`config.mk`:
```
export PLATFORM = sky130hd
export DESIGN_NAME = ifid_skid_stage
export DESIGN_NICKNAME = d
export VERILOG_FILES = /design/src/rtl/ifid_skid_stage.sv
export SDC_FILE = /design/constraint.sdc
export NUM_CORES = 1
export LEC_CHECK = 0
export CAP_MARGIN = 20
export CORE_MARGIN = 5
export CORE_UTILIZATION = 30
export DETAILED_ROUTE_END_ITERATION = 6
export GPL_TIMING_DRIVEN = 1
export PLACE_DENSITY = 0.57
export SYNTH_ARGS = -nofsm -noshare
export SYNTH_HDL_FRONTEND = slang
export SYNTH_SLANG_ARGS = --single-unit
export TNS_END_PERCENT = 5
```
`constraint.sdc`:
```
create_clock -name clk -period 2.7 [get_ports clk]
set_input_delay 0.54 -clock clk [delete_from_list [all_inputs] [get_ports clk]]
set_output_delay 0.54 -clock clk [all_outputs]
set_load 0.02 [all_outputs]
```
`src/rtl/ifid_skid_stage.sv`:
```
// IF/ID pipeline stage: valid/ready handshake with a main + skid entry,
// flush, a live sideband path and a saturating stall counter.
module ifid_skid_stage #(
    parameter int unsigned              DATA_W    = 32,
    parameter int unsigned              PC_W      = 32,
    parameter logic [DATA_W-1:0]        NOP_INSTR = 32'hFC000000,
    parameter int unsigned              SIDE_W    = 2,
    parameter int unsigned              LIVE_W    = 2,
    parameter int unsigned              CNT_W     = 16
) (
    input  logic              clk,
    input  logic              rst_n,
    input  logic              in_valid,
    output logic              in_ready,
    input  logic [DATA_W-1:0] in_instr,
    input  logic [PC_W-1:0]   in_pc,
    input  logic [SIDE_W-1:0] in_side,
    input  logic [LIVE_W-1:0] live_in,
    input  logic              flush,
    output logic              out_valid,
    input  logic              out_ready,
    output logic [DATA_W-1:0] out_instr,
    output logic [PC_W-1:0]   out_pc,
    output logic [SIDE_W-1:0] out_side,
    output logic [LIVE_W-1:0] live_out,
    output logic [CNT_W-1:0]  stall_cnt
);

    // Occupancy encoded as {main_valid, skid_valid}
    typedef enum logic [1:0] {
        ST_EMPTY = 2'b00,
        ST_ONE   = 2'b10,
        ST_FULL  = 2'b11
    } state_e;

    logic              main_valid_q, main_valid_d;
    logic [DATA_W-1:0] main_instr_q, main_instr_d;
    logic [PC_W-1:0]   main_pc_q,    main_pc_d;
    logic [SIDE_W-1:0] main_side_q,  main_side_d;
    logic              skid_valid_q, skid_valid_d;
    logic [DATA_W-1:0] skid_instr_q, skid_instr_d;
    logic [PC_W-1:0]   skid_pc_q,    skid_pc_d;
    logic [SIDE_W-1:0] skid_side_q,  skid_side_d;
    logic [LIVE_W-1:0] live_q,       live_d;
    logic [CNT_W-1:0]  stall_cnt_q,  stall_cnt_d;

    state_e state;
    logic   accept;
    logic   drain;

    assign in_ready  = ~skid_valid_q;
    assign out_valid = main_valid_q;
    assign out_instr = main_instr_q;
    assign out_pc    = main_pc_q;
    assign out_side  = main_side_q;
    assign live_out  = live_q;
    assign stall_cnt = stall_cnt_q;

    // Next-state for the main/skid entries, live sideband and stall counter
    always_comb begin
        state        = state_e'({main_valid_q, skid_valid_q});
        accept       = in_valid & ~skid_valid_q;
        drain        = main_valid_q & out_ready;

        main_valid_d = main_valid_q;
        main_instr_d = main_instr_q;
        main_pc_d    = main_pc_q;
        main_side_d  = main_side_q;
        skid_valid_d = skid_valid_q;
        skid_instr_d = skid_instr_q;
        skid_pc_d    = skid_pc_q;
        skid_side_d  = skid_side_q;
        live_d       = live_in;
        stall_cnt_d  = stall_cnt_q;

        if (main_valid_q && !out_ready && stall_cnt_q != '1) begin
            stall_cnt_d = stall_cnt_q + CNT_W'(1);
        end

        if (flush) begin
            main_valid_d = 1'b0;
            main_instr_d = NOP_INSTR;
            main_pc_d    = '0;
            main_side_d  = '0;
            skid_valid_d = 1'b0;
        end else begin
            case (state)
                ST_EMPTY: begin
                    if (accept) begin
                        main_valid_d = 1'b1;
                        main_instr_d = in_instr;
                        main_pc_d    = in_pc;
                        main_side_d  = in_side;
                    end
                end
                ST_ONE: begin
                    if (accept && drain) begin
                        main_instr_d = in_instr;
                        main_pc_d    = in_pc;
                        main_side_d  = in_side;
                    end else if (accept) begin
                        skid_valid_d = 1'b1;
                        skid_instr_d = in_instr;
                        skid_pc_d    = in_pc;
                        skid_side_d  = in_side;
                    end else if (drain) begin
                        main_valid_d = 1'b0;
                        main_instr_d = NOP_INSTR;
                        main_pc_d    = '0;
                        main_side_d  = '0;
                    end
                end
                ST_FULL: begin
                    if (drain) begin
                        main_instr_d = skid_instr_q;
                        main_pc_d    = skid_pc_q;
                        main_side_d  = skid_side_q;
                        skid_valid_d = 1'b0;
                    end
                end
                default: begin
                    // Skid without main cannot arise; recover to EMPTY
                    skid_valid_d = 1'b0;
                end
            endcase
        end
    end

    // State registers with asynchronous active-low reset
    always_ff @(posedge clk or negedge rst_n) begin
        if (!rst_n) begin
            main_valid_q <= 1'b0;
            main_instr_q <= NOP_INSTR;
            main_pc_q    <= '0;
            main_side_q  <= '0;
            skid_valid_q <= 1'b0;
            skid_instr_q <= '0;
            skid_pc_q    <= '0;
            skid_side_q  <= '0;
            live_q       <= '0;
            stall_cnt_q  <= '0;
        end else begin
            main_valid_q <= main_valid_d;
            main_instr_q <= main_instr_d;
            main_pc_q    <= main_pc_d;
            main_side_q  <= main_side_d;
            skid_valid_q <= skid_valid_d;
            skid_instr_q <= skid_instr_d;
            skid_pc_q    <= skid_pc_d;
            skid_side_q  <= skid_side_d;
            live_q       <= live_d;
            stall_cnt_q  <= stall_cnt_d;
        end
    end

endmodule

```
==> metrics.yaml <==
synthesis:
  syn_area_um2: 6466
  synth_top_area_cell: "dfrtp_1"
  syn_avg_cell_area_um2: 12.34
  yosys.area_share.simple_pct: 7.604
  synth-main-ff-cell: "dfrtp_1"
  synth_seq_cells: 152
  syn_inst: 524
  synth.top_cells.by_area: "dfrtp_1, mux2_4, a22oi_1"
  ys_seq_area_share_pct: 58.94
  synth_top_family_by_area: "compound AO/OA/AOI/OAI gates"
  synth_cell_types: 39
  synth_nets: 598
  synth_compound_area_share_pct: 14.28
  synthArstFlopShare_pct: 100.0
  synth_top_area_share_pct: 56.50
  synthXorXnorAreaFrac_pct: 2.032
  synth_warnings: 0
  synth_edf_count: 0
  synthAdderAreaFrac_pct: 0.1935
  muxShareOfSynthArea_pct: 13.99
routing:
  drtIter0Drc: 226
  ant_nets: 0
  dr_total_vias: 4752
  viasPerCell: 4.909
  routedWlPerCell_um: 17.92
  firstDrtPassIters: 4
  routed_wl_um: 17350
  drcViolationCount: 0
setup_path:
  required_ps: 2160
  cp_cell_sequence: "clkdlybuf4s50_1"
  crit_fanout: 11
  startpoint_type: "register"
  crit_family: "buffers and inverters"
  critPathCaptureType: "output pin"
  slowest_delay_ps: 720
  criticalPathCategory: "reg -> out"
  worstPathArrival_ps: 1780
  worst-path-buf-inv: 1
  critPathSlowestCell: "clkdlybuf4s50_1"
sta:
  fin_crit_sh_pct: 85.89
  worst_pin_slew_ps: 542.3
  hold_ws_ps: 90.34
  fin_crit_ps: 2319
  relSlewSlack_pct: 63.51
  drv_slew: 0
  finalHoldViolCount: 0
  max_freq_ghz: 0.4312
  rsz0062_at_grt: "false"
  worst_clock_skew_ps: 8.389
  setup_viol: 0
  timing.setup.tns_ps: 0
cts:
  numCtsBuffers: 17
  cts-resized-gates: 0
  cts-htree-levels: 4
  clock-sinks: 152
  post_cts_buffers: 0
  postCtsHoldBufs: 0
  clock_latency_ps: 410
  clk_pin_slew_worst_paths_ps: 60
  cts_max_path_buffers: 2
  cts_root_buffer: "clkbuf_16"
  cts_tree: "built"
finish:
  layout.cells.non_filler: 968
  fin_util_pct: 42.42
  syn_to_final_growth_pct: 38.78
  n_antenna_cell: 0
  final_common_cell: "clkdlybuf4s50_1"
  layout.nets: 754
  drive_gt1_share_pct: 18.18
  final_cell_mix: "clkdlybuf4s50_1, dfrtp_1, nand2_1"
die:
  die_y_um: 156.8
  core_area_um2: 21150
  pin_count: 159
  dieArea_um2: 24590
  fp-row-count: 53
  start_util_pct: 30.57
  die_w_um: 156.8
placed_design:
  numPortBuffers: 158
  dp_hpwl_um: 11550
  dp.cells: 936
  place_congestion: 0.7865
power:
  p_total_mw: 6.491
  power_density_nw_per_um2: 723.3
  leakage_nw: 3.912
  irDropWorstVdd_v: 0.0004123
global_route:
  grt_pass1_wl_um: 28420
  grt.total_usage_pct: 14.59
  grt_max_degree: 58
  grt_pass1_vias: 5244
  grt_overflow: 0
  antenna_found_initial: 0
outcome:
  status: "completed"
worst_hold_path:
  hold_path_class: "in -> async"
job:
  drv_cap: 0
## logic make-up after synthesis
logic type / Yosys count
DFF: 152
and+or+nand+nor: 104
adders and majority gates: 1
AOI/OAI and AO/OA: 146
xor gates and xnor gates: 15
muxes: 67
buffers and inverters: 39
## final timing paths
| check | depth (start not counted) | end | startpoint | slack (ps) |
|---|---|---|---|---|
| setup / recovery | 1 | out_valid | out_valid$_DFFE_PN0P_ | 380 |
| hold / removal | 1 | out_pc[12]$_DFFE_PN0P_ | rst_n | 90 |
| setup reg to reg | 4 | skid_pc_q[27]$_DFFE_PN0P_ | out_valid$_DFFE_PN0P_ | 660 |
| hold reg to reg | 2 | out_instr[6]$_DFFE_PN0P_ | out_instr[6]$_DFFE_PN0P_ | 480 |
| max in group asynchronous | 2 | out_instr[26]$_DFFE_PN1P_ | rst_n | 1830 |
| min in group clk | 2 | out_instr[6]$_DFFE_PN0P_ | out_instr[6]$_DFFE_PN0P_ | 480 |
## synth_stat cells (all sizes together), types with 4 or more instances
cell type  instances
a21oi              7
a22oi             60
and4               4
buf               10
clkbuf            25
dfrtp            146
dfstp              6
inv                4
mux2              67
nand2             66
nand4              7
nor2              10
o211ai             4
o21ai             63
o22ai              6
xnor2             13
## layer usage
layer  track usage [%]  part of all wire (%)  up-vias
met5                 0                     0        -
met2             23.00                    47      144
met1             19.42                    45     2389
met4             3.347                  0.68        0
met3             5.144                   6.9       10
li1                  -                     -     2209
## final cells by class
class / instances / area (um^2)
Timing Repair Buffer: 172 / 1725
Inverter: 4 / 15.01
Sequential cell: 152 / 3811
Clock inverter: 10 / 117.6
Clock buffer: 22 / 474.2
Fill cell: 1961 / 12180
Tap cell: 275 / 344.1
Multi-Input combinational cell: 333 / 2486
## where the power goes
| part | internal [mW] | switching (mW) |
|---|---|---|
| clock | 1.44 | 0.937 |
| sequential | 2.66 | 0.252 |
| combinational | 0.688 | 0.515 |
| total | 4.79 | 1.70 |
## state kept, by name, summed over array words and instances, names as in the netlist
| register | count |
|---|---|
| skid_side_q | 2 |
| out_instr | 32 |
| skid_pc_q | 32 |
| out_pc | 32 |
| skid_valid_q | 1 |
| stall_cnt | 16 |
| out_side | 2 |
| out_valid | 1 |
| skid_instr_q | 32 |
| live_out | 2 |
## metrics by stage
step / worst slack (ps) / area [um^2]
2_1_floorplan: 782.0 / 6466
3_3_place_gp: 346.7 / 8382
3_5_place_dp: 318.3 / 8382
4_1_cts: 359.4 / 8974
5_1_grt: 300.3 / 8974
6_report: 381.0 / 8974
No activity file was read; power rests on OpenSTA's default activity.
